===== src/rtl/pc_gen_ras.sv =====
// Program-counter unit: PC select with stall, kernel-mode protection, EPC capture
// on exceptions/interrupts, and a circular return-address stack for return prediction.
module pc_gen_ras #(
    parameter int unsigned      XLEN      = 32,
    parameter logic [XLEN-1:0]  RESET_PC  = 32'h8000_0000,
    parameter logic [XLEN-1:0]  ILLOP_VEC = 32'h8000_0004,
    parameter logic [XLEN-1:0]  XADR_VEC  = 32'h8000_0008,
    parameter int unsigned      RAS_DEPTH = 4
) (
    input  logic            clk,
    input  logic            reset,
    input  logic            stall,
    input  logic [2:0]      pc_src,
    input  logic            br_taken,
    input  logic [XLEN-1:0] ext_imm,
    input  logic [25:0]     jt,
    input  logic [XLEN-1:0] reg_target,
    input  logic            link,
    input  logic            irq,
    output logic [XLEN-1:0] pc,
    output logic [XLEN-1:0] plus4,
    output logic [XLEN-1:0] epc,
    output logic [XLEN-1:0] ras_top,
    output logic            ras_empty,
    output logic            kernel
);

    localparam int unsigned PW = $clog2(RAS_DEPTH);
    localparam int unsigned CW = $clog2(RAS_DEPTH + 1);

    typedef enum logic [2:0] {
        SRC_PLUS4  = 3'b000,
        SRC_BRANCH = 3'b001,
        SRC_JUMP   = 3'b010,
        SRC_JR     = 3'b011,
        SRC_ILLOP  = 3'b100,
        SRC_XADR   = 3'b101,
        SRC_RET    = 3'b110,
        SRC_HOLD   = 3'b111
    } pc_src_e;

    logic [XLEN-1:0] r_pc;
    logic [XLEN-1:0] r_epc;
    logic [PW-1:0]   r_ptr;
    logic [CW-1:0]   r_count;
    logic [XLEN-1:0] r_ras [RAS_DEPTH];

    pc_src_e         w_src;
    logic [XLEN-1:0] w_plus4;
    logic [XLEN-1:0] w_sum;
    logic [XLEN-1:0] w_conba;
    logic [XLEN-1:0] w_jtgt;
    logic [XLEN-1:0] w_jr_pc;
    logic [XLEN-1:0] w_next_pc;
    logic [XLEN-1:0] w_ras_top;
    logic [PW-1:0]   w_top_idx;
    logic            w_ras_empty;
    logic            w_pop_req;
    logic            w_irq_take;
    logic            w_push;
    logic            w_pop;

    assign w_src       = pc_src_e'(pc_src);
    assign w_plus4     = {r_pc[XLEN-1], r_pc[XLEN-2:0] + (XLEN-1)'(4)};
    assign w_sum       = w_plus4 + {ext_imm[XLEN-3:0], 2'b00};
    assign w_conba     = {r_pc[XLEN-1], w_sum[XLEN-2:0]};
    // jr may drop the kernel bit but can only keep it if already in kernel mode
    assign w_jr_pc     = {reg_target[XLEN-1] & r_pc[XLEN-1], reg_target[XLEN-2:0]};
    assign w_top_idx   = r_ptr - 1'b1;
    assign w_ras_top   = r_ras[w_top_idx];
    assign w_ras_empty = (r_count == '0);

    always_comb begin
        w_jtgt = '0;
        w_jtgt[27:0] = {jt, 2'b00};
        w_jtgt[XLEN-1:XLEN-4] = r_pc[XLEN-1:XLEN-4];
    end

    always_comb begin
        w_next_pc = w_plus4;
        w_pop_req = 1'b0;
        unique case (w_src)
            SRC_PLUS4:  w_next_pc = w_plus4;
            SRC_BRANCH: w_next_pc = br_taken ? w_conba : w_plus4;
            SRC_JUMP:   w_next_pc = w_jtgt;
            SRC_JR:     w_next_pc = w_jr_pc;
            SRC_ILLOP:  w_next_pc = ILLOP_VEC;
            SRC_XADR:   w_next_pc = XADR_VEC;
            SRC_RET: begin
                if (!w_ras_empty) begin
                    w_next_pc = w_ras_top;
                    w_pop_req = 1'b1;
                end else begin
                    w_next_pc = w_jr_pc;
                end
            end
            SRC_HOLD:   w_next_pc = r_pc;
            default:    w_next_pc = w_plus4;
        endcase
    end

    assign w_irq_take = irq & ~stall & ~r_pc[XLEN-1];
    assign w_push     = link & ((w_src == SRC_JUMP) | (w_src == SRC_JR)) & ~stall & ~w_irq_take;
    assign w_pop      = w_pop_req & ~stall & ~w_irq_take;

    always_ff @(posedge clk) begin
        if (!reset) begin
            r_pc    <= RESET_PC;
            r_epc   <= '0;
            r_ptr   <= '0;
            r_count <= '0;
        end else if (!stall) begin
            if (w_irq_take) begin
                r_pc  <= ILLOP_VEC;
                r_epc <= w_next_pc;
            end else begin
                r_pc <= w_next_pc;
                if (w_src == SRC_ILLOP || w_src == SRC_XADR)
                    r_epc <= w_plus4;
                if (w_push) begin
                    r_ptr <= r_ptr + 1'b1;
                    if (r_count != CW'(RAS_DEPTH))
                        r_count <= r_count + 1'b1;
                end else if (w_pop) begin
                    r_ptr   <= r_ptr - 1'b1;
                    r_count <= r_count - 1'b1;
                end
            end
        end
    end

    // Entry storage carries no reset; validity is tracked by r_count alone
    always_ff @(posedge clk) begin
        if (reset && w_push)
            r_ras[r_ptr] <= w_plus4;
    end

    assign pc        = r_pc;
    assign plus4     = w_plus4;
    assign epc       = r_epc;
    assign ras_top   = w_ras_top;
    assign ras_empty = w_ras_empty;
    assign kernel    = r_pc[XLEN-1];

endmodule

===== config.mk =====
export PLATFORM = sky130hd
export DESIGN_NAME = pc_gen_ras
export DESIGN_NICKNAME = d
export VERILOG_FILES = /design/src/rtl/pc_gen_ras.sv
export SDC_FILE = /design/constraint.sdc
export NUM_CORES = 1
export LEC_CHECK = 0
export ABC_AREA = 1
export BUFFER_PORTS_ARGS = -buffer_cell sky130_fd_sc_hd__buf_2
export CAP_MARGIN = 20
export CORE_MARGIN = 4
export CORE_UTILIZATION = 30
export DETAILED_ROUTE_END_ITERATION = 16
export GPL_ROUTABILITY_DRIVEN = 0
export SYNTH_ARGS = -nofsm -noshare
export SYNTH_HDL_FRONTEND = slang
export SYNTH_SLANG_ARGS = --single-unit

===== constraint.sdc =====
create_clock -name clk -period 4.6 [get_ports clk]
set_clock_uncertainty 0.15 [all_clocks]
set_input_delay 0.46 -clock clk [delete_from_list [all_inputs] [get_ports clk]]
set_output_delay 0.46 -clock clk [all_outputs]
set_load 0.05 [all_outputs]

==> impl_metrics.csv, run 1 <==
group,metric,value,unit
routing,vias_per_cell,5.229,
die,die_w,208.4,µm
routing,first_pass_iters,5,
worst_setup_path,worstPathMaxFanout,6,
synthesis,synth-seq-cells,197,
clock_network,cts_inserted_buffers,17,
synthesis,synth-warning-count,0,
worst_setup_path,arrival,4270,ps
clock_network,cts_hold_buf,0,
final_layout,final_cells,2363,
sta,finalCritPeriodShare,87.86,%
clock_network,cts-root-buf,"clkbuf_16",
routing,detail-route-antenna-nets,0,
routing,wl_per_cell,21.01,µm
die,placementRows,73,
synthesis,synth_compound_area_share,14.98,%
sta,grt_setup_unrepaired,"no",
sta,fmax,0.2474,GHz
synthesis,synth_top_area_share,31.89,%
sta,fin_setup_tns,0,ps
synthesis,synth.area.mux_share,0,%
sta,fin_crit,4042,ps
routing,via_count,12360,
worst_setup_path,crit_required,4830,ps
synthesis,synth.distinct_cells,48,
global_route,grt_pass1_vias,11610,
pwr,vdd_drop_max,259.5,µV
clock_network,htreeDepth,4,
routing,initialDrtViolationCount,1244,
synthesis,syn_nets,1759,
sta,relSlewSlack,30.00,%
synthesis,ys_seq_area_share,43.35,%
sta,finalHoldViolCount,0,
routing,wirelength,49640,µm
die,initial_core_util,30.34,%
placed_design,dp_cells,2328,
synthesis,postSynth.asyncResetShare,0,%
synthesis,synthXorXnorAreaFrac,1.381,%
clock_network,cts.clk_slew.worst_paths,80,ps
clock_network,clk_latency,450,ps
sta,setup_viol,0,
global_route,antenna_found_initial,1,
synthesis,synth_area_per_cell,7.440,µm²
worst_setup_path,start_kind,"flip-flop",
synthesis,synthSimpleGateAreaFrac,27.55,%
routing,drc,0,
die,io_pins,229,
clock_network,cts_tree,"yes",
synthesis,synth_cells,1620,
die,dieArea,0.04345,mm²
global_route,overflow,0,
synthesis,synth_top_area_cell,"edfxtp_1",
clock_network,cts_buffer_depth,2,
sta,worst_pin_slew,1050,ps
sta,slew_violations,0,
synthesis,synth_top_family_by_area,"simple AND/OR/NAND/NOR gates",
die,die_y,208.4,µm
die,coreArea,0.03973,mm²
clock_network,cts-resized-gates,0,
placed_design,dp_hpwl,38610,µm
final_layout,final_nets,1962,
clock_network,cts_sinks,197,
synthesis,netlist_area,0.01205,mm²
min_path,worstHoldPathType,"input pin to flip-flop",
worst_setup_path,worstSetupPathType,"flip-flop to flip-flop",
placed_design,io_buffer_count,225,
synthesis,synth.most_common_cell,"nand2_1",
final_layout,area_delta_synth_final,21.00,%
synthesis,ys_top_cells_by_area,"edfxtp_1, nand2_1, dfxtp_1, nand3_1, inv_1",
outcome,status,"finished clean",
flow_run,drv_cap,0,
global_route,globalRouteTotalUtil,22.10,%
synthesis,yosys.area_share.adder,4.277,%
synthesis,synth.cells.most_frequent,"nand2_1, inv_1, nand3_1",
synthesis,synth-main-ff-cell,"edfxtp_1",
synthesis,synth_edf_count,128,
final_layout,drive_above_1_share,17.76,%
clock_network,post-cts-setup-buffers,0,
pwr,p_leak,6.462,nW
global_route,grt_pass1_wl,72700,µm
pwr,powerDensity,311.6,mW/mm²
worst_setup_path,end_kind,"flip-flop",
global_route,grt_max_degree,68,
[layer usage]
| metal | vias up | part of all wire (%) | track usage (%) |
|---|---|---|---|
| li1 | 5830 | - | - |
| met4 | 0 | 6.3 | 12.46 |
| met3 | 129 | 8.1 | 4.041 |
| met2 | 658 | 44 | 34.24 |
| met5 | - | 0 | 0 |
| met1 | 5740 | 42 | 29.10 |
[cell usage in the layout, fill, tap and decap left out, types with 6 or more instances in the layout]
| cell type | count |
|---|---|
| o21bai_1 | 9 |
| nand3_1 | 148 |
| buf_12 | 14 |
| nor2_2 | 9 |
| o21ai_0 | 113 |
| nand4_1 | 10 |
| ha_1 | 38 |
| xor2_1 | 17 |
| o21ai_1 | 8 |
| dfxtp_1 | 68 |
| buf_2 | 212 |
| inv_1 | 179 |
| nor3_1 | 6 |
| a221oi_1 | 28 |
| nor2_4 | 6 |
| a21oi_1 | 106 |
| edfxtp_1 | 128 |
| clkbuf_16 | 17 |
| buf_4 | 25 |
| nor2_1 | 133 |
| nand2_1 | 452 |
| inv_2 | 12 |
| o22ai_1 | 23 |
[state kept, by name (all words and copies together) (netlist names)]
register,cells
epc,32
r_ras,128
r_ptr,2
pc,32
r_count,3
[kinds of logic after synthesis]
family,count (synthesis)
AOI/OAI and AO/OA,315
xor gates and xnor gates,19
adders and majority gates,40
buffers and inverters,260
DFF,197
and+or+nand+nor,789
[cell type report]
class,instances,area [µm²]
inverters,192,720.7
flip-flops and latches,197,5226
diodes,2,5.005
clock inverters,12,142.6
well taps,525,656.9
clock buffers,20,436.7
multi-input cells,1163,5839
repair buffers,252,1556
fillers,4186,25150
[per-stage QoR]
step | area, µm² | setup WS, ps | total power, mW | utilization, % | hold slack (ps)
after floorplan | 12050 | 422.8 | 2.660 | - | 322.4
after global placement | 13970 | 757.1 | 3.042 | 35.17 | 323.1
after detailed placement | 13970 | 673.7 | 3.051 | 35.17 | 323.5
after CTS | 14550 | 638.2 | 4.549 | 36.62 | 112.0
after global routing | 14580 | 228.8 | 4.715 | 36.70 | 128.3
final | 14580 | 558.4 | 4.544 | 36.71 | 137.8
[worst max-delay path: stages, from the launching register on]
cell	delay [ps]
dfxtp_1	470
nand3_2	240
nor2_4	200
nand2_2	110
nor2_2	110
nand3_1	90
xor2_1	500
inv_1	240
ha_1	470
nand2_1	140
nor2_1	230
inv_1	60
o21bai_1	210
nand2_1	120
nand3_1	90
nand2_1	50
nand3_1	80
nand2_1	80
nand2_1	80
nand3_1	70
a21oi_1	150
[power breakdown]
part	internal [mW]	switching (mW)	total, mW
clock network	0.773	0.744	1.52
registers	1.91	0.0420	1.95
logic	0.283	0.790	1.07
[path summary, 6_finish.rpt]
| kind | start | to | slack (ps) | cells after the start |
|---|---|---|---|---|
| hold / removal | reset | pc[31]$_SDFFE_PN1N_ | 140 | 2 |
| setup / recovery | pc[3]$_SDFFE_PN0N_ | pc[26]$_SDFFE_PN0N_ | 560 | 20 |
| hold reg to reg | epc[13]$_SDFFE_PN0P_ | epc[13]$_SDFFE_PN0P_ | 330 | 2 |
| setup reg to reg | pc[3]$_SDFFE_PN0N_ | pc[26]$_SDFFE_PN0N_ | 560 | 20 |
No activity file was read; power rests on OpenSTA's default activity.
==> run 2, diff against run 1 <==
REMOVE_ABC_BUFFERS = 1   (was not set)
==> run 2 against run 1 <==
Wire length down 1.4%. Fmax up 4.0%. Sequential power about the same. Critical endpoint unchanged. Largest cell class unchanged.
==> impl_metrics.csv, run 2 (synthesis gave the netlist of run 1 again) <==
group,metric,value,unit
clock_network,htreeDepth,4,
worst_setup_path,start_kind,"flip-flop",
sta,finalHoldViolCount,0,
final_layout,most-common-layout-cells,"nand2_1, buf_2, inv_1, nand3_1, nor2_1",
pwr,vdd_drop_max,162.0,µV
die,coreArea,0.03973,mm²
flow_run,drv_cap,0,
final_layout,drive_above_1_share,17.95,%
clock_network,cts-root-buf,"clkbuf_16",
global_route,grt_pass1_wl,71420,µm
global_route,overflow,0,
clock_network,cts_sinks,197,
sta,relSlewSlack,26.85,%
worst_setup_path,crit_required,4840,ps
final_layout,fillCellCount,4227,
routing,vias_per_cell,5.128,
die,die_w,208.4,µm
worst_setup_path,arrival,4120,ps
global_route,globalRouteTotalUtil,21.58,%
global_route,grt_max_degree,68,
routing,wirelength,48950,µm
sta,slew_violations,0,
outcome,status,"finished clean",
routing,detail-route-antenna-nets,0,
sta,setup_viol,0,
worst_setup_path,worstPathMaxFanout,7,
final_layout,antenna_cells,0,
pwr,powerDensity,313.6,mW/mm²
clock_network,clk_latency,460,ps
worst_setup_path,worstSetupPathType,"flip-flop to flip-flop",
clock_network,cts_buffer_depth,2,
clock_network,post-cts-setup-buffers,0,
final_layout,final_common_cell,"nand2_1",
final_layout,post-route-util,36.24,%
min_path,worstHoldPathType,"input pin to flip-flop",
placed_design,dp_hpwl,37020,µm
die,initial_core_util,30.34,%
die,placementRows,73,
routing,via_count,12120,
final_layout,final_area,0.01440,mm²
routing,drc,0,
final_layout,final_nets,1965,
routing,initialDrtViolationCount,1054,
clock_network,cts-resized-gates,0,
worst_setup_path,end_kind,"flip-flop",
sta,holdWs,129.4,ps
clock_network,cts_inserted_buffers,17,
placed_design,io_buffer_count,225,
final_layout,largest_reg_flops,128,
sta,finalCritPeriodShare,84.45,%
die,io_pins,229,
clock_network,cts_hold_buf,0,
global_route,grt_pass1_vias,11350,
placed_design,dp_worst_setup_slack,759.0,ps
sta,setup_ws,715.3,ps
clock_network,cts_tree,"yes",
die,die_y,208.4,µm
final_layout,area_delta_synth_final,19.45,%
pwr,p_leak,6.402,nW
sta,fmax,0.2574,GHz
routing,first_pass_iters,7,
sta,worst_pin_slew,1096,ps
global_route,antenna_found_initial,7,
placed_design,post_dp_cell_area,0.01381,mm²
sta,fin_crit,3885,ps
routing,wl_per_cell,20.71,µm
final_layout,regMostFlops,"r_ras",
clock_network,cts.clk_slew.worst_paths,70,ps
sta,grt_setup_unrepaired,"no",
die,dieArea,0.04345,mm²
run 2: per-layer routing:
layer	up-vias	share of wire [%]	wire length, µm	GRT usage, %
li1	5848	-	-	-
met1	5649	40	19550	27.08
met2	531	47	23200	36.03
met3	78	9.6	4698	6.212
met4	12	2.9	1423	6.795
met5	-	0.15	72	0
run 2: worst paths after layout:
kind	start	endpoint	slack, ps	depth (start not counted)
worst max-delay path	pc[3]$_SDFFE_PN0N_	pc[26]$_SDFFE_PN0N_	720	20
worst min-delay path	reset	pc[31]$_SDFFE_PN1N_	130	2
worst max register to register	pc[3]$_SDFFE_PN0N_	pc[26]$_SDFFE_PN0N_	720	20
worst min register to register	epc[5]$_SDFFE_PN0P_	epc[5]$_SDFFE_PN0P_	320	2
run 2: metrics by stage:
| step | total power, mW | instances | setup TNS (ps) |
|---|---|---|---|
| 6_report | 4.515 | 2363 | 0 |
| 5_1_grt | 4.684 | 2363 | 0 |
| 4_1_cts | 4.532 | 2363 | 0 |
| 3_5_place_dp | 3.001 | 2332 | 0 |
| 3_3_place_gp | 2.993 | 2332 | 0 |
| 2_1_floorplan | 2.635 | 1552 | -128030 |
run 2: critical path: stages, from the launching register on:
cell	delay, ps
dfxtp_1	470
ha_1	240
nand2_2	110
nor3_4	330
and3_1	270
inv_1	50
nand2_1	50
nand2_1	250
ha_1	490
nand2_1	150
nor3_1	330
inv_1	80
nor2_1	130
nand3b_1	120
nand3_1	100
nand2_1	50
nand3_1	100
nand2_1	70
nand2_1	70
nand3_1	70
a21oi_1	130
run 2: cell type report:
type	count	area (µm²)	area share (%)
clock buffers	19	442.9	3.076
clock inverters	12	142.6	0.9907
inverters	192	720.7	5.006
multi-input cells	1163	5857	40.68
flip-flops and latches	197	5226	36.30
well taps	525	656.9	4.562
repair buffers	255	1351	9.386
run 2: power by group:
group          internal (mW)  switching [mW]  total (mW)
logic                  0.256           0.759        1.02
registers               1.91          0.0415        1.95
clock network          0.825           0.722        1.55
total                   2.99            1.52        4.52
==> run 3, diff against run 2 <==
clock period = 3.7 ns   (was 4.6 ns; I/O delays follow)
==> run 3 against run 2 <==
Fmax grew 12%. Core utilization increased by 2.0 points. Cell area up 5.4%. Die area is the same. Count of clock-buffer cells in the layout unchanged. Clock power up 24%. Sequential cell count is the same. Via count rose by 3.5%. Worst setup slack worse by 480 ps. Combinational power increased by 34%. Critical path depth decreased by 1. Highest routed layer unchanged.
==> impl_metrics.csv, run 3 (synthesis gave the netlist of run 1 again) <==
group,metric,value,unit
outcome,status,"finished clean",
worst_setup_path,slowest_stage,"dfxtp_2",
placed_design,io_buffer_count,225,
worst_setup_path,crit_required,3830,ps
pwr,total_power,5.721,mW
placed_design,dp_hpwl,37810,µm
final_layout,area_delta_synth_final,25.96,%
die,die_w,208.4,µm
placed_design,post_dp_cell_area,0.01443,mm²
clock_network,htreeDepth,4,
sta,grt_setup_unrepaired,"yes",
die,coreArea,0.03973,mm²
final_layout,drive_above_1_share,22.60,%
clock_network,cts_buffer_depth,2,
sta,setup_viol,0,
sta,fmax,0.2887,GHz
sta,relSlewSlack,33.91,%
min_path,worstHoldPathType,"input pin to flip-flop",
pwr,vdd_drop_max,231.4,µV
sta,worst_pin_slew,990.0,ps
die,initial_core_util,30.34,%
worst_setup_path,max_stage_delay,410,ps
routing,initialDrtViolationCount,1208,
die,die_y,208.4,µm
routing,vias_per_cell,5.167,
sta,fin_crit,3464,ps
sta,slew_violations,0,
worst_setup_path,worstSetupPathType,"flip-flop to flip-flop",
routing,drc,0,
routing,via_count,12550,
final_layout,final_area,0.01518,mm²
global_route,grt_pass1_vias,11800,
global_route,grt_max_degree,68,
final_layout,most-common-layout-cells,"nand2_1, buf_2, inv_1, nand3_1, edfxtp_1",
pwr,powerDensity,376.8,mW/mm²
routing,first_pass_iters,6,
flow_run,drv_cap,0,
worst_setup_path,arrival,3600,ps
clock_network,cts_inserted_buffers,17,
global_route,overflow,0,
routing,wl_per_cell,20.64,µm
clock_network,cts_tree,"yes",
sta,finalHoldViolCount,0,
worst_setup_path,start_kind,"flip-flop",
routing,wirelength,50110,µm
clock_network,cts.clk_slew.worst_paths,80,ps
pwr,p_leak,6.821,nW
die,io_pins,229,
die,dieArea,0.04345,mm²
worst_setup_path,path_cells,"ha_1 -> nand2_2 -> nor3_4 -> buf_4 -> nand3_1 -> nand2_1 -> inv_1 -> ha_1 -> nand2_1 -> nor2_1 -> nand3_1 -> nand3b_1 -> nand2_1 -> nand3_1 -> nand3_1 -> nand2_1 -> nand2_1 -> nand3_1 -> a21oi_1",
final_layout,antenna_cells,0,
worst_setup_path,worstPathMaxFanout,6,
sta,finalCritPeriodShare,93.62,%
global_route,antenna_found_initial,5,
clock_network,cts-root-buf,"clkbuf_16",
sta,fin_setup_tns,0,ps
routing,detail-route-antenna-nets,0,
clock_network,cts_sinks,197,
global_route,grt_pass1_wl,73510,µm
worst_setup_path,end_kind,"flip-flop",
final_layout,regMostFlops,"r_ras",
final_layout,largest_reg_flops,128,
die,placementRows,73,
worst_setup_path,rrSetupSlack,240,ps
final_layout,final_common_cell,"nand2_1",
clock_network,clk_latency,460,ps
final_layout,final_nets,2029,
global_route,globalRouteTotalUtil,22.18,%
## run 3: final cells by class
cell class                      instances  area (µm²)
Clock buffer                           19       442.9
Clock inverter                         13       142.6
Fill cell                            4170       24550
Inverter                              192       720.7
Multi-Input combinational cell       1163        5997
Sequential cell                       197        5240
Tap cell                              525       656.9
Timing Repair Buffer                  319        1982
## run 3: final timing paths
check,to,start,depth (start not counted)
setup reg to reg,pc[21]$_SDFFE_PN0N_,pc[3]$_SDFFE_PN0N_,19
hold / removal,pc[31]$_SDFFE_PN1N_,reset,2
setup / recovery,pc[21]$_SDFFE_PN0N_,pc[3]$_SDFFE_PN0N_,19
hold reg to reg,epc[4]$_SDFFE_PN0P_,epc[4]$_SDFFE_PN0P_,2
## run 3: what timing repair did
item,4_1_cts,5_1_grt
hold buffers,0,0
endpoints found under the setup margin,0,31
buffers inserted,0,2
hold endpoints to repair,0,0
resized for setup,0,37
## run 3: critical path: cells and delay by family (launching register included)
kind	cells	cell delay, ps
and+or+nand+nor	14	1840
adders and majority gates	2	560
DFF	1	410
buffers and inverters	2	270
AOI/OAI and AO/OA	1	70
## run 3: per-layer routing
| metal | track usage (%) | vias to the layer above | routed length (µm) | share of wire [%] |
|---|---|---|---|---|
| met5 | 0 | - | 62 | 0.12 |
| met4 | 7.203 | 10 | 1604 | 3.2 |
| met3 | 5.790 | 92 | 4899 | 9.8 |
| met2 | 36.74 | 559 | 23530 | 47 |
| met1 | 28.34 | 5935 | 20010 | 40 |
| li1 | - | 5950 | - | - |
## run 3: power by group
part | switching, mW | internal (mW)
Clock | 0.950 | 0.974
Sequential | 0.0441 | 2.38
Combinational | 0.980 | 0.393
## run 3: stage by stage
step	cells	setup WS [ps]	hold WS [ps]	utilization, %
CTS	2426	102.3	32.29	37.79
detailed placement	2394	149.3	305.3	36.31
floorplan	1552	-1746	288.9	-
finish	2428	235.9	54.95	38.21
global placement	2394	135.9	302.4	36.31
global route	2428	-6.807	45.49	38.21
